==> config.mk <==
export PLATFORM = sky130hd
export DESIGN_NAME = fp_normalizer_flat
export DESIGN_NICKNAME = d
export VERILOG_FILES = /design/src/rtl/fpn_pkg.sv /design/src/rtl/fp_normalizer_if.sv /design/src/rtl/fpn_step.sv /design/src/rtl/fp_normalizer.sv /design/src/flat_wrapper.sv
export SDC_FILE = /design/constraint.sdc
export NUM_CORES = 1
export LEC_CHECK = 0
export CORE_UTILIZATION = 25
export DETAILED_ROUTE_END_ITERATION = 8
export PLACE_DENSITY = 0.43
export RECOVER_POWER = 50
export SYNTH_ARGS = -nofsm -noshare
export SYNTH_HDL_FRONTEND = slang
export SYNTH_SLANG_ARGS = --single-unit
==> constraint.sdc <==
create_clock -name clk -period 2.4 [get_ports clk]
set_clock_uncertainty 0.2 [all_clocks]
set_input_delay 0.72 -clock clk [delete_from_list [all_inputs] [get_ports clk]]
set_output_delay 0.72 -clock clk [all_outputs]
set_load 0.005 [all_outputs]
==> src/rtl/fpn_pkg.sv <==
// Shared definitions for the fp_normalizer slice: FSM encoding, field widths,
// exponent limits and the packed single-precision result layout.
package fpn_pkg;

  localparam int unsigned FPN_EXP_W  = 8;
  localparam int unsigned FPN_FRAC_W = 23;

  localparam logic [7:0] EXP_MAX       = 8'hFF;
  localparam logic [7:0] EXP_OVF_LIMIT = 8'd254;

  localparam int unsigned RES_FRAC_LSB = 0;
  localparam int unsigned RES_EXP_LSB  = FPN_FRAC_W;
  localparam int unsigned RES_SIGN_BIT = FPN_FRAC_W + FPN_EXP_W;
  localparam int unsigned RES_W        = FPN_FRAC_W + FPN_EXP_W + 1;

  typedef enum logic [1:0] {
    ST_IDLE  = 2'd0,
    ST_SHIFT = 2'd1,
    ST_DONE  = 2'd2
  } fpn_state_e;

endpackage

==> src/rtl/fp_normalizer_if.sv <==
// Upstream sum / downstream result handshake bundle for fp_normalizer.
// master = adder datapath and result consumer side, slave = the normalizer.
interface fp_normalizer_if #(
  parameter int unsigned EXP_W  = fpn_pkg::FPN_EXP_W,
  parameter int unsigned FRAC_W = fpn_pkg::FPN_FRAC_W
);
  logic                    in_valid;
  logic                    in_ready;
  logic                    sign_in;
  logic [EXP_W-1:0]        exp_in;
  logic [FRAC_W+1:0]       mant_in;
  logic                    out_valid;
  logic                    out_ready;
  logic [EXP_W+FRAC_W:0]   result;
  logic                    zero_flag;
  logic                    ovf_flag;
  logic                    uf_flag;

  modport master (
    output in_valid, sign_in, exp_in, mant_in, out_ready,
    input  in_ready, out_valid, result, zero_flag, ovf_flag, uf_flag
  );

  modport slave (
    input  in_valid, sign_in, exp_in, mant_in, out_ready,
    output in_ready, out_valid, result, zero_flag, ovf_flag, uf_flag
  );
endinterface

==> src/rtl/fpn_step.sv <==
// Combinational single normalization step: one shift decision per call.
// FPN_ROUND_EN selects round-to-nearest-even on the carry right shift.
module fpn_step
  import fpn_pkg::*;
#(
  parameter int unsigned EXP_W  = FPN_EXP_W,
  parameter int unsigned FRAC_W = FPN_FRAC_W
) (
  input  logic [FRAC_W+1:0] mant_i,
  input  logic [EXP_W-1:0]  exp_i,
  output logic [FRAC_W+1:0] next_mant_o,
  output logic [EXP_W-1:0]  next_exp_o,
  output logic              done_o,
  output logic              zero_o,
  output logic              ovf_o,
  output logic              uf_o
);

  localparam logic [EXP_W-1:0] EMAX = EXP_W'(EXP_MAX);
  localparam logic [EXP_W-1:0] ELIM = EXP_W'(EXP_OVF_LIMIT);

  logic [FRAC_W+1:0] shifted;
  logic [FRAC_W+1:0] rounded;

  always_comb begin
    shifted = mant_i >> 1;
`ifdef FPN_ROUND_EN
    rounded = shifted + (FRAC_W+2)'(mant_i[0] & shifted[0]);
`else
    rounded = shifted;
`endif

    next_mant_o = mant_i;
    next_exp_o  = exp_i;
    done_o      = 1'b0;
    zero_o      = 1'b0;
    ovf_o       = 1'b0;
    uf_o        = 1'b0;

    if (mant_i == '0) begin
      done_o     = 1'b1;
      zero_o     = 1'b1;
      next_exp_o = '0;
    end else if (mant_i[FRAC_W+1] && exp_i == ELIM) begin
      done_o      = 1'b1;
      ovf_o       = 1'b1;
      next_exp_o  = EMAX;
      next_mant_o = '0;
    end else if (mant_i[FRAC_W+1]) begin
      // A rounding carry back into bit FRAC_W+1 needs another right shift.
      next_mant_o = rounded;
      next_exp_o  = exp_i + EXP_W'(1);
      done_o      = ~rounded[FRAC_W+1];
    end else if (mant_i[FRAC_W]) begin
      done_o = 1'b1;
    end else if (exp_i <= EXP_W'(1)) begin
      done_o     = 1'b1;
      uf_o       = 1'b1;
      next_exp_o = '0;
    end else begin
      next_mant_o = mant_i << 1;
      next_exp_o  = exp_i - EXP_W'(1);
    end
  end

endmodule

==> src/rtl/fp_normalizer.sv <==
// Iterative post-add normalizer: one bit position per clock, packed IEEE-754
// output with zero/overflow/underflow flags. Optional macro: FPN_ROUND_EN.
module fp_normalizer
  import fpn_pkg::*;
#(
  parameter int unsigned EXP_W  = FPN_EXP_W,
  parameter int unsigned FRAC_W = FPN_FRAC_W
) (
  input  logic           clk,
  input  logic           reset,
  fp_normalizer_if.slave bus
);

  localparam logic [EXP_W-1:0] EMAX = EXP_W'(EXP_MAX);

  fpn_state_e            state_q, state_d;
  logic                  sign_q, sign_d;
  logic [EXP_W-1:0]      exp_q, exp_d;
  logic [FRAC_W+1:0]     mant_q, mant_d;
  logic [RES_W-1:0]      result_q, result_d;
  logic                  zero_q, zero_d;
  logic                  ovf_q, ovf_d;
  logic                  uf_q, uf_d;

  logic [FRAC_W+1:0]     step_mant;
  logic [EXP_W-1:0]      step_exp;
  logic                  step_done, step_zero, step_ovf, step_uf;

  fpn_step #(
    .EXP_W  (EXP_W),
    .FRAC_W (FRAC_W)
  ) u_step (
    .mant_i      (mant_q),
    .exp_i       (exp_q),
    .next_mant_o (step_mant),
    .next_exp_o  (step_exp),
    .done_o      (step_done),
    .zero_o      (step_zero),
    .ovf_o       (step_ovf),
    .uf_o        (step_uf)
  );

  always_ff @(posedge clk) begin
    if (reset) begin
      state_q  <= ST_IDLE;
      sign_q   <= 1'b0;
      exp_q    <= '0;
      mant_q   <= '0;
      result_q <= '0;
      zero_q   <= 1'b0;
      ovf_q    <= 1'b0;
      uf_q     <= 1'b0;
    end else begin
      state_q  <= state_d;
      sign_q   <= sign_d;
      exp_q    <= exp_d;
      mant_q   <= mant_d;
      result_q <= result_d;
      zero_q   <= zero_d;
      ovf_q    <= ovf_d;
      uf_q     <= uf_d;
    end
  end

  always_comb begin
    state_d  = state_q;
    sign_d   = sign_q;
    exp_d    = exp_q;
    mant_d   = mant_q;
    result_d = result_q;
    zero_d   = zero_q;
    ovf_d    = ovf_q;
    uf_d     = uf_q;

    unique case (state_q)
      ST_IDLE: begin
        if (bus.in_valid) begin
          sign_d = bus.sign_in;
          exp_d  = bus.exp_in;
          mant_d = bus.mant_in;
          if (bus.exp_in == EMAX) begin
            result_d                             = '0;
            result_d[RES_SIGN_BIT]               = bus.sign_in;
            result_d[RES_EXP_LSB +: EXP_W]       = EMAX;
            result_d[RES_FRAC_LSB +: FRAC_W]     = bus.mant_in[FRAC_W-1:0];
            state_d                              = ST_DONE;
          end else begin
            state_d = ST_SHIFT;
          end
        end
      end
      ST_SHIFT: begin
        mant_d = step_mant;
        exp_d  = step_exp;
        if (step_done) begin
          result_d                         = '0;
          result_d[RES_SIGN_BIT]           = sign_q;
          result_d[RES_EXP_LSB +: EXP_W]   = step_exp;
          result_d[RES_FRAC_LSB +: FRAC_W] = step_mant[FRAC_W-1:0];
          zero_d                           = step_zero;
          ovf_d                            = step_ovf;
          uf_d                             = step_uf;
          state_d                          = ST_DONE;
        end
      end
      ST_DONE: begin
        if (bus.out_ready) begin
          zero_d  = 1'b0;
          ovf_d   = 1'b0;
          uf_d    = 1'b0;
          state_d = ST_IDLE;
        end
      end
      default: state_d = ST_IDLE;
    endcase
  end

  assign bus.in_ready  = (state_q == ST_IDLE);
  assign bus.out_valid = (state_q == ST_DONE);
  assign bus.result    = result_q;
  assign bus.zero_flag = zero_q;
  assign bus.ovf_flag  = ovf_q;
  assign bus.uf_flag   = uf_q;

endmodule
==> src/flat_wrapper.sv <==
// flat-port wrapper written by rule: the top's interface ports become plain ports
module fp_normalizer_flat import fpn_pkg::*;
#(
  parameter int unsigned EXP_W  = FPN_EXP_W,
  parameter int unsigned FRAC_W = FPN_FRAC_W
)
  (clk, reset, bus_in_valid, bus_sign_in, bus_exp_in, bus_mant_in, bus_out_ready, bus_in_ready, bus_out_valid, bus_result, bus_zero_flag, bus_ovf_flag, bus_uf_flag);
  fp_normalizer_if #(.EXP_W(EXP_W), .FRAC_W(FRAC_W)) bus_i ();
  input  logic clk;
  input  logic reset;
  input wire logic [$bits(bus_i.in_valid)-1:0] bus_in_valid;
  input wire logic [$bits(bus_i.sign_in)-1:0] bus_sign_in;
  input wire logic [$bits(bus_i.exp_in)-1:0] bus_exp_in;
  input wire logic [$bits(bus_i.mant_in)-1:0] bus_mant_in;
  input wire logic [$bits(bus_i.out_ready)-1:0] bus_out_ready;
  output wire logic [$bits(bus_i.in_ready)-1:0] bus_in_ready;
  output wire logic [$bits(bus_i.out_valid)-1:0] bus_out_valid;
  output wire logic [$bits(bus_i.result)-1:0] bus_result;
  output wire logic [$bits(bus_i.zero_flag)-1:0] bus_zero_flag;
  output wire logic [$bits(bus_i.ovf_flag)-1:0] bus_ovf_flag;
  output wire logic [$bits(bus_i.uf_flag)-1:0] bus_uf_flag;
  assign bus_i.in_valid = bus_in_valid;
  assign bus_i.sign_in = bus_sign_in;
  assign bus_i.exp_in = bus_exp_in;
  assign bus_i.mant_in = bus_mant_in;
  assign bus_i.out_ready = bus_out_ready;
  assign bus_in_ready = bus_i.in_ready;
  assign bus_out_valid = bus_i.out_valid;
  assign bus_result = bus_i.result;
  assign bus_zero_flag = bus_i.zero_flag;
  assign bus_ovf_flag = bus_i.ovf_flag;
  assign bus_uf_flag = bus_i.uf_flag;
  fp_normalizer #(.EXP_W(EXP_W), .FRAC_W(FRAC_W)) u_core (.clk(clk), .reset(reset), .bus(bus_i));
endmodule
==> summary.txt, run 1 <==
Worst setup path
  – Crit path required time: ~2.4 ns
  – Flop2flop setup slack: just under 0.02 ns
  – Critical Path Source: u_core.exp_q[2]
  – Critical path endpoint: u_core.bus.result[19]
  – Setup CP Type: register to register
  – Critical Path AT: about 2.4 ns
  – R2R cell count: 7
  – Reg2reg start: u_core.exp_q[2]
  – Critical Path Sink Type: register
  – R2r endpoint: u_core.bus.result[19]
  – Critical Path Source Type: register
  – Worst-path fanout max: 13

GRT
  – First-pass GRT wire length: 22,330 um
  – Antenna violations before repair: 0
  – Vias in the first global route: 3,972
  – Largest net degree at the start of global routing: 31
  – GR Overflow Total: 0
  – GRT Total Usage: 0.1787

Power and ir drop
  – Overall power: 4.521 mW
  – Comb power frac: 0.391
  – Sw power: between 1.5 and 2 mW
  – Seq pwr share: 0.331
  – Worst vdd ir: 348.4 uV
  – Clock share of power: 0.278
  – Leakage: 2.238 nW
  – PwrDens: slightly below 800 nW/um^2
  – Sw Ratio: 0.3601
  – Internal power: between 2 and 3 mW

Floorplanning
  – Die X: 128.7 um
  – Starting Density: 0.2600
  – DIE AREA: about 17,000 sq um
  – Core box area: roughly 15,000 sq um
  – Io pins: between 70 and 80
  – Die height: ~130 um
  – Core Rows: 45

Timing
  – Relative slew slack: 0.7150
  – Final setup TNS: 0 ns
  – Final Hold Fails: 0
  – Worst setup margin: 0.01946 ns
  – Unrepaired setup endpoints after global routing: true
  – Min cycle time layout: between 2 and 2.5 ns
  – Fmax: 420.1 MHz
  – Max-slew violation count: 0
  – Final setup violation count: 0
  – Worst Max-Slew Pin Slew: between 0.4 and 0.5 ns
  – Ratio of final minimum period to clock period: 0.9919

Status
  – Outcome: finished, final reports clean

Synth
  – Synth warn: 0
  – Most frequently used flop master after synthesis: dfxtp_1
  – Register bit count reported by yosys: 71
  – Post-synth EDFFs: 0
  – Syn_nets: slightly above 500
  – Post-synth top area share: 0.3543
  – Main area contributors after synthesis: dfxtp_1 35%, nor2_1 5.0%, nand3b_1 4.9%
  – Library cells used by synthesis: 65
  – Register area share after synthesis: 0.3543
  – Instance count of the mapped netlist: 470
  – Fraction of registers with async set/reset: 0
  – Average size of a mapped cell: between 8 and 9 sq um
  – Post-Syn Area: around 4000 sq um
  – Yosys top cell by area: dfxtp_1

CTS
  – Hold-fix buffers at CTS: 0
  – CTS sink count: 71
  – CTS tree: done
  – Htree depth: 3
  – Total CTS buffers: 9
  – Root buffer cell: clkbuf_16
  – Latest clock arrival within the worst-skew pair: about 0.35 ns
  – Max Root-Sink Buffers: 2
  – Clock-pin transition on the worst setup and hold timing paths: approximately 0.060 ns

Detailed routing
  – DR vias/cell: just over 5
  – Wirelength per Cell: about 18 um
  – Number of DRC markers in iteration 0: approximately 290
  – Final wirelength: 14,480 um
  – Met2 Routed Length: ~6400 um
  – DR WL met3: approximately 660 um
  – Drt pass-1 iters: 5
  – Vias: between 4,000 and 5,000
  – Met1 WL: between 7000 and 8000 um
  – Top layer in use: met4
  – Final ANT Viol Nets: 0
  – DRC viols: 0

Finish
  – Fraction of layout cells with a size suffix above 1: 0.2833
  – Final instance area: 5857 sq um
  – Fillers: approximately 1,600
  – Final nets: between 600 and 700
  – P&R area growth vs syn: 46.01%
  – Ant. Diodes: 0

Flow run
  – Max_cap viols: 0

Placed design
  – HPWL after detailed placement: between 10,000 and 15,000 um
  – Routability congestion estimate: ~0.84
  – IO buf count: 74
  – Placed standard-cell area: around 5300 sq um
  – Place WS: -0.3448 ns

Min path
  – Hold Crit Class: register to register
==> routing by layer <==
layer	vias up	GRT usage
met5	-	0
met4	0	0.06021
met3	14	0.03493
met2	111	0.2645
met1	2009	0.2569
li1	2018	-
==> sequential cells by signal (all words and copies together), names as in the netlist <==
signal / flops
u_core.bus.result: 32
u_core.state_q: 2
u_core.mant_q: 25
u_core.bus.ovf_flag: 1
u_core.bus.uf_flag: 1
u_core.bus.zero_flag: 1
u_core.exp_q: 8
u_core.sign_q: 1
==> per-stage QoR <==
stage                 util  instances  hold WS, ns
floorplan                -        470       0.2366
global placement    0.3457        782       0.2487
detailed placement  0.3457        782       0.2612
CTS                 0.3653        798       0.2705
global route        0.3796        811       0.3046
finish              0.3796        811       0.2650
==> area by class of cell <==
class                      count  area (sq um)  share of cell area
clock buffer                  11         242.7             0.04144
sequential                    71          1426              0.2435
inverter                       9         33.78            0.005768
tap                          211         264.0             0.04508
timing repair buffer         158          1393              0.2378
clock inverter                 5         33.78            0.005768
multi-input combinational    346          2464              0.4206
==> critical path: stages (launching register included) <==
cell,delay [ns]
dfxtp_1,0.41
nor4_4,0.47
a311oi_2,0.20
buf_12,0.19
a221oi_1,0.34
nor2_1,0.11
a211oi_2,0.25
nor3_1,0.09
==> power by group through the flow <==
stage / sequential (mW) / clock (mW) / combinational [mW]
after floorplan: 1.48 / 0 / 0.947
after global placement: 1.51 / 0 / 1.65
after detailed placement: 1.51 / 0 / 1.64
after CTS: 1.49 / 1.30 / 1.67
after global routing: 1.52 / 1.36 / 1.91
final: 1.50 / 1.26 / 1.77
==> cell usage in the layout, fill, tap and decap left out, drive strengths merged, types with 5 or more instances in the layout <==
cell / instances
a21oi: 31
a211oi: 18
nor4: 8
inv: 9
nand2: 27
nand4: 7
dlygate4sd3: 35
xnor2: 5
a31oi: 5
o21a: 5
o211ai: 7
a221o: 7
nand3b: 26
buf: 84
clkdlybuf4s50: 38
o21ai: 39
dfxtp: 71
clkbuf: 12
nand3: 8
nor2: 60
a221oi: 15
o2bb2ai: 9
nor3: 15
==> synthesized netlist by cell type, drive strengths merged, types with 5 or more instances <==
cell     instances
clkbuf          26
nand3b          26
a211oi          18
inv              9
a21oi           31
a31oi            5
nand2           27
xnor2            5
o21ai           39
dfxtp           71
a221oi          15
o211ai           7
nor2            60
nand4            7
a221o            7
nand3            8
buf             19
o2bb2ai          9
nor3            15
nor4             8
==> timing repair <==
| item | in CTS | in global routing |
|---|---|---|
| gates resized for setup | 8 | 26 |
| endpoints found under the hold margin | 0 | 0 |
| pin swaps | 0 | 5 |
| gates cloned | 0 | 1 |
| setup endpoints to repair | 20 | 49 |
| buffers inserted | 0 | 12 |
==> worst min-delay path by stage <==
stage	start	endpoint	slack, ns	cells after the start
floorplan	u_core.sign_q	u_core.sign_q	0.24	2
detailed placement	u_core.sign_q	u_core.sign_q	0.26	2
global placement	u_core.sign_q	u_core.sign_q	0.25	2
global route	u_core.sign_q	u_core.sign_q	0.30	2
finish	u_core.sign_q	u_core.sign_q	0.27	2
CTS	u_core.sign_q	u_core.sign_q	0.27	2
==> cells by family (layout without fill, tap and decap cells) <==
kind of cell,Yosys count,count (layout),share of synthesized area
AOI/OAI and AO/OA,162,163,0.3063
xor gates and xnor gates,5,5,0.01092
adders and majority gates,4,4,0.01248
buffers and inverters,54,183,0.06643
DFF,71,71,0.3543
muxes,3,3,0.007486
and+or+nand+nor,171,171,0.2420
Note: power is estimated with default switching activity, not from simulation.
==> inputs of run 2 (changes only) <==
--- a/config.mk
+++ b/config.mk
@@ -9,6 +9,7 @@
 export DETAILED_ROUTE_END_ITERATION = 8
 export PLACE_DENSITY = 0.43
 export RECOVER_POWER = 50
+export SETUP_SLACK_MARGIN = 0.5
 export SYNTH_ARGS = -nofsm -noshare
 export SYNTH_HDL_FRONTEND = slang
 export SYNTH_SLANG_ARGS = --single-unit
==> summary.txt, run 2 (synthesis gave the netlist of run 1 again) <==
Status
  – Outcome: finished, final reports clean

Flow run
  – Max_cap viols: 0 (unchanged)

Worst setup path
  – Crit path required time: 2.42 ns (about the same)
  – Flop2flop setup slack: 0.11 ns (+0.09 ns)
  – Critical Path Source Type: register
  – Critical Path Sink Type: register
  – Crit path largest cell delay: 0.34 ns (-0.13 ns)
  – Most used cell, CP: o21ai_4
  – Slowest-stage cell, CP: dfxtp_1
  – Critical Path AT: 2.32 ns (-0.09 ns)
  – CP Cell Sequence: nor4_4 -> nand4_1 -> o21ai_4 -> buf_12 -> o21ai_4 -> clkbuf_2 -> buf_6 -> nor2_1 -> nor3_2
  – Setup CP Type: register to register
  – Worst-path fanout max: 7 (-6)

Finish
  – Fraction of layout cells with a size suffix above 1: 0.4811 (+0.1977)
  – Fillers: 1,553 (-4.3%)
  – P&R area growth vs syn: 69.43%
  – Largest register FFs: 32 (unchanged)
  – Final nets: 671 (+5.3%)
  – Post-Route Utilization: 0.4406 (+0.06091)
  – Most frequent cells in the layout: 83 x buf_4, 48 x dfxtp_1, 40 x nor2_1
  – Ant. Diodes: 0 (unchanged)
  – Most common cell after layout, fill and taps aside: buf_4

CTS
  – CTS tree: done
  – Htree depth: 3 (unchanged)
  – Total CTS buffers: 9 (unchanged)
  – Root buffer cell: clkbuf_16
  – Clock-pin transition on the worst setup and hold timing paths: 0.07 ns (about the same)
  – CTS sink count: 71 (unchanged)
  – Max Root-Sink Buffers: 2 (unchanged)
  – Hold-fix buffers at CTS: 0 (unchanged)
  – Latest clock arrival within the worst-skew pair: 0.35 ns (about the same)

Power and ir drop
  – PwrDens: 758.3 nW/um^2 (-1.8%)
  – Leakage: 2.594 nW (+16%)
  – Worst vdd ir: 420.8 uV (+21%)

Timing
  – Fmax: 436.4 MHz (+3.9%)
  – Final setup violation count: 0 (unchanged)
  – Final setup TNS: 0 ns (unchanged)
  – Ratio of final minimum period to clock period: 0.9548 (-0.03712)
  – Relative slew slack: 0.6958 (-0.01922)
  – Unrepaired setup endpoints after global routing: true
  – Max-slew violation count: 0 (unchanged)
  – Worst Max-Slew Pin Slew: 0.4563 ns (+0.02884 ns)
  – Final Hold Fails: 0 (unchanged)
  – Min cycle time layout: 2.291 ns (-0.08910 ns)
  – Worst setup margin: 0.1086 ns (+0.08910 ns)

GRT
  – GR Overflow Total: 0 (unchanged)
  – First-pass GRT wire length: 23,890 um (+7.0%)
  – GRT Total Usage: 0.1900 (+0.01131)
  – Vias in the first global route: 4,146 (+4.4%)
  – Largest net degree at the start of global routing: 29 (-6.5%)
  – Antenna violations before repair: 0 (unchanged)

Placed design
  – HPWL after detailed placement: 10,420 um (-1.7%)
  – Routability congestion estimate: 0.8032 (-4.7%)
  – IO buf count: 74 (unchanged)
  – Place WS: -0.2697 ns (+0.07504 ns)

Detailed routing
  – Drt pass-1 iters: 4 (-1)
  – Final ANT Viol Nets: 0 (unchanged)
  – Wirelength per Cell: 18.23 um (+2.1%)
  – Number of DRC markers in iteration 0: 277 (-5.8%)
  – DR vias/cell: 5.076 (-0.86%)
  – DRC viols: 0 (unchanged)
  – Final wirelength: 15,400 um (+6.4%)
  – Vias: 4,289 (+3.3%)

Min path
  – Hold Crit Class: register to register

Floorplanning
  – Io pins: 75 (unchanged)
  – Die height: 128.7 um (unchanged)
  – Core Rows: 45 (unchanged)
  – Starting Density: 0.2600 (unchanged)
  – Core box area: 15,430 sq um (unchanged)
  – DIE AREA: 16,560 sq um (unchanged)
  – Die X: 128.7 um (unchanged)
## run 2: final timing paths
kind	depth (start not counted)	end	start
worst max-delay path	9	u_core.bus.result[26]	u_core.mant_q[3]
worst max register to register	9	u_core.bus.result[26]	u_core.mant_q[3]
worst min-delay path	2	u_core.bus.result[17]	u_core.bus.result[17]
worst min register to register	2	u_core.bus.result[17]	u_core.bus.result[17]
## run 2: power breakdown
part,switching [mW],internal [mW]
Clock,0.553,0.727
Sequential,0.184,1.35
Combinational,1.21,1.13
Total,1.95,3.21
## run 2: stage by stage
stage	cell area, sq um	hold WS, ns	total power [mW]	cells
after floorplan	4227	0.2366	2.540	470
after global placement	5423	0.2464	3.200	773
after detailed placement	5423	0.2515	3.199	773
after CTS	6264	0.2599	4.832	824
after global routing	6797	0.2723	5.431	845
final	6797	0.2576	5.154	845
## run 2: worst max-delay path, delay by kind of cell, from the launching register on
kind | cells | cell delay (ns)
and+or+nand+nor | 4 | 0.79
buffers and inverters | 3 | 0.52
DFF | 1 | 0.34
AOI/OAI and AO/OA | 2 | 0.31
## run 2: metal layers
layer | vias to the layer above | share of wire | track usage
li1 | 2084 | - | -
met1 | 2093 | 0.49 | 0.2684
met2 | 103 | 0.45 | 0.2893
met3 | 9 | 0.047 | 0.04699
met4 | 0 | 0.0055 | 0.04291
met5 | - | 0 | 0
## run 2: timing repair
item,4_1_cts,5_1_grt
cloned,2,0
setup endpoints to repair,106,76
pin swaps,58,62
setup buffers,33,21
gates resized for setup,151,110
## run 2: final cells by class
class | count | area, sq um | area share
well taps | 211 | 264.0 | 0.03884
clock inverters | 5 | 32.53 | 0.004786
inverters | 9 | 38.79 | 0.005707
repair buffers | 191 | 1687 | 0.2482
clock buffers | 11 | 242.7 | 0.03571
flip-flops and latches | 71 | 1475 | 0.2170
multi-input cells | 347 | 3057 | 0.4497
==> inputs of run 3 (changes only) <==
--- a/config.mk
+++ b/config.mk
@@ -5,6 +5,8 @@
 export SDC_FILE = /design/constraint.sdc
 export NUM_CORES = 1
 export LEC_CHECK = 0
+export CAP_MARGIN = 20
+export CORE_MARGIN = 2
 export CORE_UTILIZATION = 25
 export DETAILED_ROUTE_END_ITERATION = 8
 export PLACE_DENSITY = 0.43
==> summary.txt, run 3 (synthesis gave the netlist of run 1 again) <==
Status
  – Outcome: finished, final reports clean

Floorplanning
  – Die X: 130.7 um (+1.6%)
  – Core box area: 15,770 sq um (+2.2%)
  – Core Rows: 46 (+2.2%)
  – Die height: 130.7 um (+1.6%)
  – DIE AREA: 17,070 sq um (+3.1%)
  – Io pins: 75 (unchanged)
  – Starting Density: 0.2544 (-0.005653)

Timing
  – Fmax: 442.2 MHz (+1.3%)
  – Relative slew slack: 0.3831 (-0.3127)
  – Ratio of final minimum period to clock period: 0.9422 (-0.01256)
  – Final setup violation count: 0 (unchanged)
  – Min cycle time layout: 2.261 ns (-0.03014 ns)
  – Worst setup margin: 0.1387 ns (+0.03014 ns)
  – Worst Max-Slew Pin Slew: 0.9254 ns (+0.4691 ns)
  – Unrepaired setup endpoints after global routing: true
  – Max-slew violation count: 0 (unchanged)
  – Final Hold Fails: 0 (unchanged)

Power and ir drop
  – Worst vdd ir: 447.6 uV (+6.4%)
  – Overall power: 5.554 mW (+7.8%)
  – Leakage: 2.739 nW (+5.6%)
  – PwrDens: 775.2 nW/um^2 (+2.2%)

Detailed routing
  – Drt pass-1 iters: 6 (+2)
  – Wirelength per Cell: 18.86 um (+3.5%)
  – Vias: 4,386 (+2.3%)
  – DRC viols: 0 (unchanged)
  – Final wirelength: 16,200 um (+5.2%)
  – DR vias/cell: 5.106 (+0.59%)
  – Final ANT Viol Nets: 0 (unchanged)
  – Number of DRC markers in iteration 0: 274 (-1.1%)

Worst setup path
  – Critical path endpoint: u_core.bus.result[14]
  – Worst-path fanout max: 6 (-1)
  – Critical Path Source: u_core.mant_q[6]
  – Setup CP Type: register to register
  – Flop2flop setup slack: 0.14 ns (+0.03 ns)
  – Critical Path Sink Type: register
  – R2r endpoint: u_core.bus.result[14]
  – Reg2reg start: u_core.mant_q[6]
  – Critical Path Source Type: register
  – R2R cell count: 8 (-1)
  – Critical Path AT: 2.28 ns (-0.04 ns)
  – Crit path required time: 2.42 ns (about the same)

Finish
  – Most common cell after layout, fill and taps aside: buf_4
  – Largest register FFs: 32 (unchanged)
  – Fraction of layout cells with a size suffix above 1: 0.4852 (+0.004153)
  – Most frequent cells in the layout: 77 x buf_4, 56 x dfxtp_1, 41 x nor2_1
  – Ant. Diodes: 0 (unchanged)
  – P&R area growth vs syn: 78.60%
  – Final nets: 681 (+1.5%)
  – Fillers: 1,552 (-0.064%)
  – Finished Layout Cells: 859 (+1.7%)

GRT
  – Vias in the first global route: 4,450 (+7.3%)
  – Met1 GRT Util: 0.2685 (about the same)
  – GR Overflow Total: 0 (unchanged)
  – M3 GR Usage: 0.04194 (-0.005047)
  – Antenna violations before repair: 0 (unchanged)
  – Met2 usage: 0.3051 (+0.01580)
  – Busiest metal layer after global routing: met2
  – Largest net degree at the start of global routing: 48 (+66%)
  – GRT Total Usage: 0.1939 (+0.003902)
  – First-pass GRT wire length: 25,160 um (+5.3%)

Min path
  – Worst Hold Depth: 2 (unchanged)
  – Hold Crit Class: register to register

CTS
  – Clock-pin transition on the worst setup and hold timing paths: 0.06 ns (about the same)
  – Max Root-Sink Buffers: 2 (unchanged)
  – Latest clock arrival within the worst-skew pair: 0.35 ns (about the same)
  – Total CTS buffers: 9 (unchanged)
  – CTS tree: done
  – CTS sink count: 71 (unchanged)
  – Htree depth: 3 (unchanged)
  – Root buffer cell: clkbuf_16

Placed design
  – Cells after DPL: 784 (+1.4%)
  – IO buf count: 74 (unchanged)
  – Routability congestion estimate: 0.8362 (+4.1%)
  – HPWL after detailed placement: 10,600 um (+1.7%)
  – Place WS: -0.3828 ns (-0.1131 ns)

Flow run
  – Max_cap viols: 0 (unchanged)
[run 3: cell types whose count changed in the layout (fill, tap and decap cells not counted), sizes merged]
cell / previous run / this run
inv: 10 / 9
clkdlybuf4s15: 4 / 2
clkdlybuf4s25: 3 / 1
clkbuf: 18 / 13
o21ai: 39 / 40
dlygate4sd2: 33 / 34
bufbuf: 0 / 1
buf: 117 / 133
[run 3: metal layers]
| layer | wire, um | vias to the layer above |
|---|---|---|
| li1 | - | 2107 |
| met1 | 7652 | 2145 |
| met2 | 7474 | 113 |
| met3 | 846 | 21 |
| met4 | 224 | 0 |
| met5 | 0 | - |
[run 3: how the worst min path moves through the flow]
stage          slack [ns]                  start                     to
3_5_place_dp         0.25          u_core.sign_q          u_core.sign_q
4_1_cts              0.26          u_core.sign_q          u_core.sign_q
3_3_place_gp         0.25  u_core.bus.result[17]  u_core.bus.result[17]
6_report             0.26          u_core.sign_q          u_core.sign_q
2_1_floorplan        0.24          u_core.sign_q          u_core.sign_q
5_1_grt              0.26          u_core.sign_q          u_core.sign_q
[run 3: worst max-delay path: stages, from the launching register on]
cell	delay, ns
dfxtp_4	0.35
nor4_4	0.31
nand4_1	0.26
o21ai_4	0.29
buf_6	0.14
nor2_4	0.04
buf_12	0.14
a221oi_4	0.26
a311oi_1	0.14
[run 3: cell type report]
class | instances | area [sq um] | share of cell area
Sequential cell | 71 | 1455 | 0.2031
Clock buffer | 11 | 275.3 | 0.03842
Timing Repair Buffer | 200 | 1857 | 0.2592
Clock inverter | 4 | 26.28 | 0.003667
Tap cell | 216 | 270.3 | 0.03772
Multi-Input combinational cell | 348 | 3239 | 0.4521
Inverter | 9 | 41.29 | 0.005763
[run 3: repair_timing]
action                                  CTS  global route
hold buffers                              0             0
cloned                                    5             0
gates resized for setup                 231            63
buffers inserted                         43            12
pin swaps                                86            58
endpoints found under the setup margin  104            72
[run 3: power breakdown]
group	internal [mW]	switching, mW
Sequential	1.35	0.183
Clock	0.818	0.536
Combinational	1.32	1.35
[run 3: through the flow]
stage	utilization	TNS [ns]	hold slack [ns]	instance area (sq um)
finish	0.4543	0	0.2592	7164
floorplan	-	0	0.2366	4227
CTS	0.4296	0	0.2568	6775
global route	0.4543	0	0.2649	7164
global placement	0.3487	-7.178	0.2487	5499
detailed placement	0.3487	-9.371	0.2477	5499
